==> src/rtl/mem_arb_pkg.sv <==
// Shared types and constants for the program/data memory port arbiter.
package mem_arb_pkg;

  localparam int DEF_AW           = 8;
  localparam int DEF_DW           = 8;
  localparam int DEF_STARVE_LIMIT = 4;
  localparam int STARVE_W         = 4;

  localparam logic PORT_CPU = 1'b0;
  localparam logic PORT_DBG = 1'b1;

  typedef enum logic {
    OWN_NORMAL = 1'b0,
    OWN_LOCKED = 1'b1
  } owner_e;

endpackage

==> src/rtl/mem_port_arbiter_if.sv <==
// Bundle of the CPU port, DBG port and memory-side signals around the arbiter.
// The arbiter uses the slave view; the core, loader and memory form the master side.
interface mem_port_arbiter_if
  import mem_arb_pkg::*;
#(
  parameter int AW = DEF_AW,
  parameter int DW = DEF_DW
) ();

  logic          cpu_req;
  logic          cpu_we;
  logic [AW-1:0] cpu_addr;
  logic [DW-1:0] cpu_wdata;
  logic          cpu_gnt;
  logic          cpu_stall;
  logic          cpu_rvalid;
  logic [DW-1:0] cpu_rdata;

  logic          dbg_req;
  logic          dbg_we;
  logic [AW-1:0] dbg_addr;
  logic [DW-1:0] dbg_wdata;
  logic          dbg_gnt;
  logic          dbg_rvalid;
  logic [DW-1:0] dbg_rdata;
  logic          dbg_lock;
  logic          dbg_locked;

  logic          mem_re;
  logic          mem_we;
  logic [AW-1:0] mem_addr;
  logic [DW-1:0] mem_wdata;
  logic [DW-1:0] mem_rdata;

  modport slave (
    input  cpu_req, cpu_we, cpu_addr, cpu_wdata,
    output cpu_gnt, cpu_stall, cpu_rvalid, cpu_rdata,
    input  dbg_req, dbg_we, dbg_addr, dbg_wdata, dbg_lock,
    output dbg_gnt, dbg_rvalid, dbg_rdata, dbg_locked,
    output mem_re, mem_we, mem_addr, mem_wdata,
    input  mem_rdata
  );

  modport master (
    output cpu_req, cpu_we, cpu_addr, cpu_wdata,
    input  cpu_gnt, cpu_stall, cpu_rvalid, cpu_rdata,
    output dbg_req, dbg_we, dbg_addr, dbg_wdata, dbg_lock,
    input  dbg_gnt, dbg_rvalid, dbg_rdata, dbg_locked,
    input  mem_re, mem_we, mem_addr, mem_wdata,
    output mem_rdata
  );

endinterface

==> src/rtl/mem_arb_starve_ctr.sv <==
// Saturating count of consecutive CPU wins while DBG is waiting; limit_hit_o
// tells the arbiter to let DBG through on the next contested cycle.
module mem_arb_starve_ctr
  import mem_arb_pkg::*;
#(
  parameter int LIMIT = DEF_STARVE_LIMIT
) (
  input  logic clock,
  input  logic reset,
  input  logic inc_i,
  input  logic clr_i,
  output logic limit_hit_o
);

  localparam logic [STARVE_W-1:0] LIMIT_V = STARVE_W'(LIMIT);

  logic [STARVE_W-1:0] cnt_q, cnt_d;

  always_comb begin
    cnt_d = cnt_q;
    if (clr_i) begin
      cnt_d = '0;
    end else if (inc_i && (cnt_q != LIMIT_V)) begin
      cnt_d = cnt_q + STARVE_W'(1);
    end
  end

  // reset is active-low
  always_ff @(posedge clock or negedge reset) begin
    if (!reset) begin
      cnt_q <= '0;
    end else begin
      cnt_q <= cnt_d;
    end
  end

  assign limit_hit_o = (cnt_q == LIMIT_V);

endmodule

==> src/rtl/mem_port_arbiter.sv <==
// Single-ported memory arbiter between the core FSM (CPU) and the debug/loader
// port (DBG): zero-latency grant, one-cycle read return, DBG lock and anti-starvation.
module mem_port_arbiter
  import mem_arb_pkg::*;
#(
  parameter int AW           = DEF_AW,
  parameter int DW           = DEF_DW,
  parameter int STARVE_LIMIT = DEF_STARVE_LIMIT
) (
  input  logic               clock,
  input  logic               reset,
  mem_port_arbiter_if.slave  bus
);

  owner_e        owner_q, owner_d;
  logic          rdValid_q, rdValid_d;
  logic          rdOwner_q, rdOwner_d;
  logic          cpuGnt, dbgGnt;
  logic          starveHit;
  logic          cpuRvalid, dbgRvalid;
  logic          memRe, memWe;
  logic [AW-1:0] addrSel;
  logic [DW-1:0] wdataSel;

  mem_arb_starve_ctr #(
    .LIMIT       (STARVE_LIMIT)
  ) u_starve (
    .clock       (clock),
    .reset       (reset),
    .inc_i       (cpuGnt & bus.dbg_req),
    .clr_i       (dbgGnt | ~bus.dbg_req),
    .limit_hit_o (starveHit)
  );

  // reset is active-low; a pending read is dropped so nothing returns after release
  always_ff @(posedge clock or negedge reset) begin
    if (!reset) begin
      owner_q   <= OWN_NORMAL;
      rdValid_q <= 1'b0;
      rdOwner_q <= PORT_CPU;
    end else begin
      owner_q   <= owner_d;
      rdValid_q <= rdValid_d;
      rdOwner_q <= rdOwner_d;
    end
  end

  always_comb begin
    owner_d = owner_q;
    case (owner_q)
      OWN_NORMAL: if (dbgGnt && bus.dbg_lock) owner_d = OWN_LOCKED;
      OWN_LOCKED: if (!bus.dbg_lock)          owner_d = OWN_NORMAL;
      default:                                owner_d = OWN_NORMAL;
    endcase
    rdValid_d = (cpuGnt && !bus.cpu_we) || (dbgGnt && !bus.dbg_we);
    rdOwner_d = dbgGnt ? PORT_DBG : PORT_CPU;
  end

  // CPU wins contention unless DBG has been starved up to the limit
  always_comb begin
    cpuGnt = 1'b0;
    dbgGnt = 1'b0;
    case (owner_q)
      OWN_LOCKED: dbgGnt = bus.dbg_req;
      default: begin
        dbgGnt = bus.dbg_req && (!bus.cpu_req || starveHit);
        cpuGnt = bus.cpu_req && !dbgGnt;
      end
    endcase
  end

  always_comb begin
    memRe    = 1'b0;
    memWe    = 1'b0;
    addrSel  = '0;
    wdataSel = '0;
    if (cpuGnt) begin
      memRe    = !bus.cpu_we;
      memWe    = bus.cpu_we;
      addrSel  = bus.cpu_addr;
      wdataSel = bus.cpu_wdata;
    end else if (dbgGnt) begin
      memRe    = !bus.dbg_we;
      memWe    = bus.dbg_we;
      addrSel  = bus.dbg_addr;
      wdataSel = bus.dbg_wdata;
    end
  end

  assign cpuRvalid = rdValid_q && (rdOwner_q == PORT_CPU);
  assign dbgRvalid = rdValid_q && (rdOwner_q == PORT_DBG);

  assign bus.cpu_gnt    = cpuGnt;
  assign bus.cpu_stall  = bus.cpu_req && !cpuGnt;
  assign bus.cpu_rvalid = cpuRvalid;
  assign bus.cpu_rdata  = cpuRvalid ? bus.mem_rdata : '0;
  assign bus.dbg_gnt    = dbgGnt;
  assign bus.dbg_rvalid = dbgRvalid;
  assign bus.dbg_rdata  = dbgRvalid ? bus.mem_rdata : '0;
  assign bus.dbg_locked = (owner_q == OWN_LOCKED);
  assign bus.mem_re     = memRe;
  assign bus.mem_we     = memWe;
  assign bus.mem_addr   = addrSel;
  assign bus.mem_wdata  = wdataSel;

endmodule

==> src/flat_wrapper.sv <==
// flat-port wrapper written by rule: the top's interface ports become plain ports
module mem_port_arbiter_flat import mem_arb_pkg::*;
#(
  parameter int AW           = DEF_AW,
  parameter int DW           = DEF_DW,
  parameter int STARVE_LIMIT = DEF_STARVE_LIMIT
)
  (clock, reset, bus_cpu_req, bus_cpu_we, bus_cpu_addr, bus_cpu_wdata, bus_cpu_gnt, bus_cpu_stall, bus_cpu_rvalid, bus_cpu_rdata, bus_dbg_req, bus_dbg_we, bus_dbg_addr, bus_dbg_wdata, bus_dbg_lock, bus_dbg_gnt, bus_dbg_rvalid, bus_dbg_rdata, bus_dbg_locked, bus_mem_re, bus_mem_we, bus_mem_addr, bus_mem_wdata, bus_mem_rdata);
  mem_port_arbiter_if #(.AW(AW), .DW(DW)) bus_i ();
  input  logic clock;
  input  logic reset;
  input wire logic [$bits(bus_i.cpu_req)-1:0] bus_cpu_req;
  input wire logic [$bits(bus_i.cpu_we)-1:0] bus_cpu_we;
  input wire logic [$bits(bus_i.cpu_addr)-1:0] bus_cpu_addr;
  input wire logic [$bits(bus_i.cpu_wdata)-1:0] bus_cpu_wdata;
  output wire logic [$bits(bus_i.cpu_gnt)-1:0] bus_cpu_gnt;
  output wire logic [$bits(bus_i.cpu_stall)-1:0] bus_cpu_stall;
  output wire logic [$bits(bus_i.cpu_rvalid)-1:0] bus_cpu_rvalid;
  output wire logic [$bits(bus_i.cpu_rdata)-1:0] bus_cpu_rdata;
  input wire logic [$bits(bus_i.dbg_req)-1:0] bus_dbg_req;
  input wire logic [$bits(bus_i.dbg_we)-1:0] bus_dbg_we;
  input wire logic [$bits(bus_i.dbg_addr)-1:0] bus_dbg_addr;
  input wire logic [$bits(bus_i.dbg_wdata)-1:0] bus_dbg_wdata;
  input wire logic [$bits(bus_i.dbg_lock)-1:0] bus_dbg_lock;
  output wire logic [$bits(bus_i.dbg_gnt)-1:0] bus_dbg_gnt;
  output wire logic [$bits(bus_i.dbg_rvalid)-1:0] bus_dbg_rvalid;
  output wire logic [$bits(bus_i.dbg_rdata)-1:0] bus_dbg_rdata;
  output wire logic [$bits(bus_i.dbg_locked)-1:0] bus_dbg_locked;
  output wire logic [$bits(bus_i.mem_re)-1:0] bus_mem_re;
  output wire logic [$bits(bus_i.mem_we)-1:0] bus_mem_we;
  output wire logic [$bits(bus_i.mem_addr)-1:0] bus_mem_addr;
  output wire logic [$bits(bus_i.mem_wdata)-1:0] bus_mem_wdata;
  input wire logic [$bits(bus_i.mem_rdata)-1:0] bus_mem_rdata;
  assign bus_i.cpu_req = bus_cpu_req;
  assign bus_i.cpu_we = bus_cpu_we;
  assign bus_i.cpu_addr = bus_cpu_addr;
  assign bus_i.cpu_wdata = bus_cpu_wdata;
  assign bus_cpu_gnt = bus_i.cpu_gnt;
  assign bus_cpu_stall = bus_i.cpu_stall;
  assign bus_cpu_rvalid = bus_i.cpu_rvalid;
  assign bus_cpu_rdata = bus_i.cpu_rdata;
  assign bus_i.dbg_req = bus_dbg_req;
  assign bus_i.dbg_we = bus_dbg_we;
  assign bus_i.dbg_addr = bus_dbg_addr;
  assign bus_i.dbg_wdata = bus_dbg_wdata;
  assign bus_i.dbg_lock = bus_dbg_lock;
  assign bus_dbg_gnt = bus_i.dbg_gnt;
  assign bus_dbg_rvalid = bus_i.dbg_rvalid;
  assign bus_dbg_rdata = bus_i.dbg_rdata;
  assign bus_dbg_locked = bus_i.dbg_locked;
  assign bus_mem_re = bus_i.mem_re;
  assign bus_mem_we = bus_i.mem_we;
  assign bus_mem_addr = bus_i.mem_addr;
  assign bus_mem_wdata = bus_i.mem_wdata;
  assign bus_i.mem_rdata = bus_mem_rdata;
  mem_port_arbiter #(.AW(AW), .DW(DW), .STARVE_LIMIT(STARVE_LIMIT)) u_core (.clock(clock), .reset(reset), .bus(bus_i));
endmodule
==> config.mk <==
export PLATFORM = sky130hd
export DESIGN_NAME = mem_port_arbiter_flat
export DESIGN_NICKNAME = d
export VERILOG_FILES = /design/src/rtl/mem_arb_pkg.sv /design/src/rtl/mem_port_arbiter_if.sv /design/src/rtl/mem_arb_starve_ctr.sv /design/src/rtl/mem_port_arbiter.sv /design/src/flat_wrapper.sv
export SDC_FILE = /design/constraint.sdc
export NUM_CORES = 1
export LEC_CHECK = 0
export ABC_CLOCK_PERIOD_IN_PS = 1680
export CAP_MARGIN = 20
export CORE_MARGIN = 10
export CORE_UTILIZATION = 22
export CTS_BUF_LIST = sky130_fd_sc_hd__clkbuf_8
export CTS_CLUSTER_DIAMETER = 200
export CTS_CLUSTER_SIZE = 40
export DETAILED_ROUTE_END_ITERATION = 12
export PLACE_DENSITY = 0.73
export REMOVE_ABC_BUFFERS = 1
export SLEW_MARGIN = 0
export SYNTH_ARGS = -nofsm -noshare
export SYNTH_HDL_FRONTEND = slang
export SYNTH_SLANG_ARGS = --single-unit
==> constraint.sdc <==
create_clock -name clock -period 1.68 [get_ports clock]
set_input_delay 0.504 -clock clock [delete_from_list [all_inputs] [get_ports clock]]
set_output_delay 0.504 -clock clock [all_outputs]
set_load 0.02 [all_outputs]
==> results of run 1 <==
-- cell type report --
type | instances | area, um2
clock buffers | 3 | 41.3
clock inverters | 1 | 3.75
fillers | 210 | 848
inverters | 4 | 15.0
multi-input cells | 57 | 495
flip-flops and latches | 7 | 175
well taps | 31 | 38.8
repair buffers | 112 | 1140
-- synth_stat cells, types with 2 or more instances --
cell type / number
dfrtp_1: 7
nor2_1: 4
and3_1: 8
buf_2: 2
and2_1: 9
a22o_1: 17
nor2b_1: 2
ha_1: 2
a21o_1: 2
inv_1: 4
nand3_1: 2
-- layer usage --
layer  GRT usage  vias to the layer above  part of all wire
li1            -                      490                 -
met1       0.134                      480              0.31
met2       0.275                       46              0.57
met3      0.0619                        8             0.090
met4      0.0497                        0             0.023
met5           0                        -                 0
-- path summary, 6_finish.rpt --
kind | slack, ns | cells past startpoint | to
max in group asynchronous | 0.91 | 1 | u_core.u_starve.cnt_q[3]
min in group clock | 0.54 | 2 | u_core.u_starve.cnt_q[0]
setup / recovery | -0.50 | 7 | bus_mem_addr[2]
hold / removal | 0.54 | 1 | u_core.u_starve.cnt_q[0]
hold reg to reg | 0.54 | 2 | u_core.u_starve.cnt_q[0]
setup reg to reg | 0.19 | 8 | u_core.u_starve.cnt_q[3]
-- worst max-delay path: cells and delay by family, from the launching register on --
| family | cells | cell delay (ns) |
|---|---|---|
| flip-flops | 1 | 0.38 |
| buffers and inverters | 3 | 0.34 |
| AND/OR/NAND/NOR | 1 | 0.14 |
| adder cells (fa/ha/maj) | 1 | 0.17 |
| AO/OA/AOI/OAI | 2 | 0.42 |
-- state kept, by name, summed over array words and instances (netlist names) --
| name | flops |
|---|---|
| u_core.u_starve.cnt_q | 4 |
| u_core.bus.dbg_locked | 1 |
| u_core.rdValid_q | 1 |
| u_core.rdOwner_q | 1 |
-- through the flow --
step	worst slack (ns)	instance area [um2]	setup TNS (ns)
finish	-0.505	1910	-9.66
global route	-0.592	1910	-11.90
CTS	-0.505	1850	-9.79
detailed placement	-1.11	1650	-31.74
global placement	-1.08	1650	-30.79
floorplan	-0.912	609	-17.95
-- cell usage in the layout (no fill, tap or decap), types with 2 or more instances in the layout --
cell type / instances
and3_4: 3
buf_6: 41
a22o_1: 17
clkbuf_8: 3
and3_1: 5
dlygate4sd2_1: 10
nand3_1: 2
clkdlybuf4s50_1: 36
dfrtp_1: 7
and2_4: 8
inv_1: 5
a21o_1: 2
buf_4: 19
nor2b_4: 2
clkdlybuf4s15_1: 2
nor2_1: 4
-- cell families (layout without fill, tap and decap cells) --
group           Yosys count  in the layout  share of synthesized area
simple gates             30             30                      0.296
fa+ha+maj                 2              2                     0.0394
compound gates           23             23                      0.298
buf+inv                   8            120                     0.0631
xor+xnor                  2              2                     0.0276
flops                     7              7                      0.276
-- repair_timing --
action,in CTS,in global routing
resized for setup,257,13
setup endpoints to repair,40,31
setup buffers,6,2
gates cloned,4,0
pin swaps,19,18
-- where the power goes --
part,switching (mW),internal (mW)
clock,0.0730,0.158
sequential,0.00636,0.177
combinational,0.226,0.316
total,0.305,0.651
==> impl_metrics.yaml, run 1 <==
sta:
  maxSlewHeadroom: 0.788
  post-route-period-util: 1.30
  finClkSkew_ns: 0.00219
  hold_viol: 0
  tightest_slew_ns: 0.317
  report.final.slew_viol_count: 0
  clock.fmax_mhz: 458
  min_period_ns: 2.18
  fin_hold_ws_ns: 0.537
  setup_violations: 21
  setup_ws_ns: -0.505
  rsz0062_at_grt: "yes"
power:
  power_density_mw_per_mm2: 501
  peakVddDrop_mv: 0.628
  total_leakage_power_nw: 0.946
  fin_total_pwr_mw: 0.956
worst_setup_path:
  cp-end-kind: "primary output"
  cp.required_ns: 1.18
  cp_cell_sequence: "inv_1 -> ha_2 -> nand3b_1 -> a21boi_4 -> buf_6 -> a22o_1 -> buf_6"
  startpoint_type: "flop"
  cp.arrival_ns: 1.68
  timing.rr.start: "u_core.u_starve.cnt_q[0]"
  critPathMaxStageDelay_ns: 0.38
  cpMaxStageDelayCell: "dfrtp_1"
  worstSetupStartpoint: "u_core.u_starve.cnt_q[0]"
  crit_type: "flop to primary output"
  cp_max_fo: 5
  cpMostUsedCell: "buf_6"
routing:
  via_per_inst: 4.76
  drt_iter0_markers: 35
  dr.pass1.iters: 4
  wl_per_cell_um: 19.1
  route.vias.total: 1024
  totalWireLength_um: 4100
  ant_nets: 0
  remaining_drc_errors: 0
floorplan:
  die-area_mm2: 0.00543
  start_util: 0.230
  rows: 19
  dieHeight_um: 73.7
  coreArea_mm2: 0.00276
  die_w_um: 73.7
  io_pins: 87
synthesis:
  synth-edff-count: 0
  postSynthAreaPerCell_um2: 8.81
  netlist_top_cells_area: "dfrtp_1 28%, a22o_1 23%, and2_1 8.9%"
  synth_seq_area_share: 0.276
  netlist_instances: 72
  synth-async-reset-ratio: 1.00
  ys_types: 24
  yosysWarnings: 0
  synth_seq_cells: 7
  synth-main-ff-cell: "dfrtp_1"
  synth_largest_area_cell: "dfrtp_1"
  synth_area_um2: 634
  synth_top_cell_area_share: 0.276
final_layout:
  final_util: 0.692
  areaGrowthSynthToFinish_pct: 201
  fin_cells: 215
  diodes: 0
  drive_gt1_frac: 0.467
  fin_nets: 234
global_routing:
  grt_first_pass_wirelength_um: 6240
  grt_usage: 0.145
  grt_remaining_overflow: 0
  antenna_found_initial: 0
  grt_pass1_vias: 1179
  grt_max_degree: 10
place:
  hpwl_um: 3220
  dpl.cell_count: 202
  place.gp.congestion: 0.764
  portBuffers: 86
clock_network:
  clk_pin_slew_worst_paths_ns: 0.04
  htree_levels: 1
  cts_tree: "done"
  clock-sinks: 7
  cts_max_path_buffers: 2
  clock_latency_ns: 0.23
  cts_hold_buf: 0
  clock-root-buffer: "clkbuf_8"
  numCtsBuffers: 3
status:
  violations: "negative setup slack"
  outcome: "complete, but fails checks"
run:
  drv_cap: 0
hold_path:
  hp-class: "input port to asynchronous set/reset pin"
No activity file was read; power rests on OpenSTA's default activity.
==> run 2: changes to the inputs <==
CORE_MARGIN = 3   (was 10)
TNS_END_PERCENT = 5   (was unset)
==> impl_metrics.yaml, run 2 (synthesis results as in run 1) <==
routing:
  totalWireLength_um: 3240
  drt_iter0_markers: 31
  dr.pass1.iters: 2
  route.vias.total: 948
  ant_nets: 0
  wl_per_cell_um: 15.6
  remaining_drc_errors: 0
  via_per_inst: 4.58
worst_setup_path:
  cp.arrival_ns: 1.68
  reg2reg_slack_ns: 0.28
  cp_cell_sequence: "inv_1 -> ha_2 -> and4b_4 -> nor2_4 -> buf_12 -> a22o_1 -> buf_4"
  critPathMaxStageDelay_ns: 0.37
  timing.rr.start: "u_core.u_starve.cnt_q[0]"
  cp.required_ns: 1.18
  cp-end-kind: "primary output"
  path_buf_inv: 3
  cp_top_family: "flip-flops"
  reg2reg_to: "u_core.u_starve.cnt_q[3]"
  cp_max_fo: 18
  reg2reg_depth: 7
  crit_type: "flop to primary output"
  startpoint_type: "flop"
  cpMaxStageDelayCell: "dfrtp_1"
final_layout:
  fin_nets: 227
  top_register: "u_core.u_starve.cnt_q"
  fillers: 220
  largest_register_ffs: 4
  diodes: 0
  multi_input_area_um2: 463
  drive_gt1_frac: 0.407
  final_common_cell: "clkdlybuf4s50_1"
  design_area_mm2: 0.00179
  ff_latch_area_um2: 175
  final_cell_mix: "39 x clkdlybuf4s50_1, 37 x buf_6, 17 x a22o_1, 17 x buf_4"
  areaGrowthSynthToFinish_pct: 182
power:
  netSwitchingPower_mw: 0.281
  pwr-share-clk: 0.248
  internal_power_mw: 0.624
  power_density_mw_per_mm2: 505
  combPwrFrac: 0.550
  seq_power_share: 0.202
  switching_share: 0.311
  total_leakage_power_nw: 0.919
  peakVddDrop_mv: 0.565
run:
  drv_cap: 0
sta:
  hold_viol: 0
  finClkSkew_ns: 0.00163
  rsz0062_at_grt: "yes"
  report.final.slew_viol_count: 0
  maxSlewHeadroom: 0.793
  setup_ws_ns: -0.505
  min_period_ns: 2.19
  post-route-period-util: 1.30
  clock.fmax_mhz: 458
  setup_violations: 27
  tightest_slew_ns: 0.309
place:
  place_ws_ns: -1.11
  hpwl_um: 2490
  portBuffers: 86
  place.gp.congestion: 0.822
  place_area_mm2: 0.00163
floorplan:
  start_util: 0.243
  die_w_um: 59.7
  rows: 18
  die-area_mm2: 0.00356
  io_pins: 87
  coreArea_mm2: 0.00261
  dieHeight_um: 59.7
clock_network:
  clock-sinks: 7
  htree_levels: 1
  clock-root-buffer: "clkbuf_8"
  clock_latency_ns: 0.22
  numCtsBuffers: 3
  cts_max_path_buffers: 2
  clk_pin_slew_worst_paths_ns: 0.04
  cts_hold_buf: 0
  cts_tree: "done"
global_routing:
  antenna_found_initial: 0
  grt_remaining_overflow: 0
  grt_max_degree: 19
  grt_pass1_vias: 966
  grt_usage: 0.170
  grt_first_pass_wirelength_um: 4600
status:
  violations: "negative setup slack"
  outcome: "complete, but fails checks"
hold_path:
  hp-class: "input port to asynchronous set/reset pin"
run 2: changes by cell type in the layout (fill, tap and decap cells not counted), moves of 2 or more:
cell,before,now
dlygate4sd2_1,10,4
and2_1,1,5
and2_4,8,4
buf_6,41,37
dlymetal6s2s_1,0,4
clkdlybuf4s50_1,36,39
and3_1,5,7
and3_4,3,1
buf_4,19,17
clkdlybuf4s15_1,2,0
run 2: per-stage QoR:
stage	util	std cells	TNS, ns	total power [mW]	hold WS [ns]
floorplan	-	68	-17.95	0.355	0.208
global placement	0.625	199	-30.44	0.637	0.528
detailed placement	0.625	199	-31.05	0.640	0.539
CTS	0.652	206	-10.79	0.886	0.544
global route	0.685	207	-11.61	0.953	0.550
finish	0.685	207	-10.06	0.904	0.538
run 2: how the worst max path moves through the flow:
stage	from	to	slack, ns	cells after the start
final	u_core.u_starve.cnt_q[0]	bus_mem_wdata[5]	-0.51	7
after global placement	bus_cpu_req	bus_mem_addr[7]	-1.08	6
after detailed placement	bus_dbg_req	bus_mem_addr[7]	-1.11	6
after global routing	u_core.u_starve.cnt_q[1]	bus_mem_addr[3]	-0.57	7
after floorplan	u_core.u_starve.cnt_q[0]	bus_mem_addr[0]	-0.91	5
after CTS	u_core.u_starve.cnt_q[1]	bus_mem_addr[1]	-0.51	7
run 2: timing repair:
action | in CTS | in global routing
gates cloned | 1 | 0
buffers inserted | 3 | 1
resized for setup | 220 | 30
pin swaps | 14 | 13
endpoints found under the setup margin | 40 | 38
run 2: routing by layer:
metal  track usage  part of all wire
met5             0                 0
met4        0.0475             0.016
met3        0.0367             0.061
met2         0.326              0.58
met1         0.183              0.34
run 2: area by class of cell:
cell class,count,share of cell area
multi-input cells,57,0.259
well taps,30,0.0210
repair buffers,105,0.589
clock inverters,1,0.00210
flip-flops and latches,7,0.0978
clock buffers,3,0.0231
inverters,4,0.00839
run 2: worst register-to-register path, stage by stage, from the launching register on:
cell and delay, ns:
dfrtp_1 0.37, inv_1 0.06, ha_2 0.18, nand3b_1 0.15, buf_4 0.18, buf_4 0.13, nand3_1 0.15, nor2_1 0.07
run 2: power by group through the flow:
stage,Combinational (mW),Sequential [mW],Clock (mW)
floorplan,0.167,0.189,0
global placement,0.454,0.183,0
detailed placement,0.457,0.183,0
CTS,0.472,0.182,0.231
global route,0.524,0.183,0.245
finish,0.498,0.182,0.224
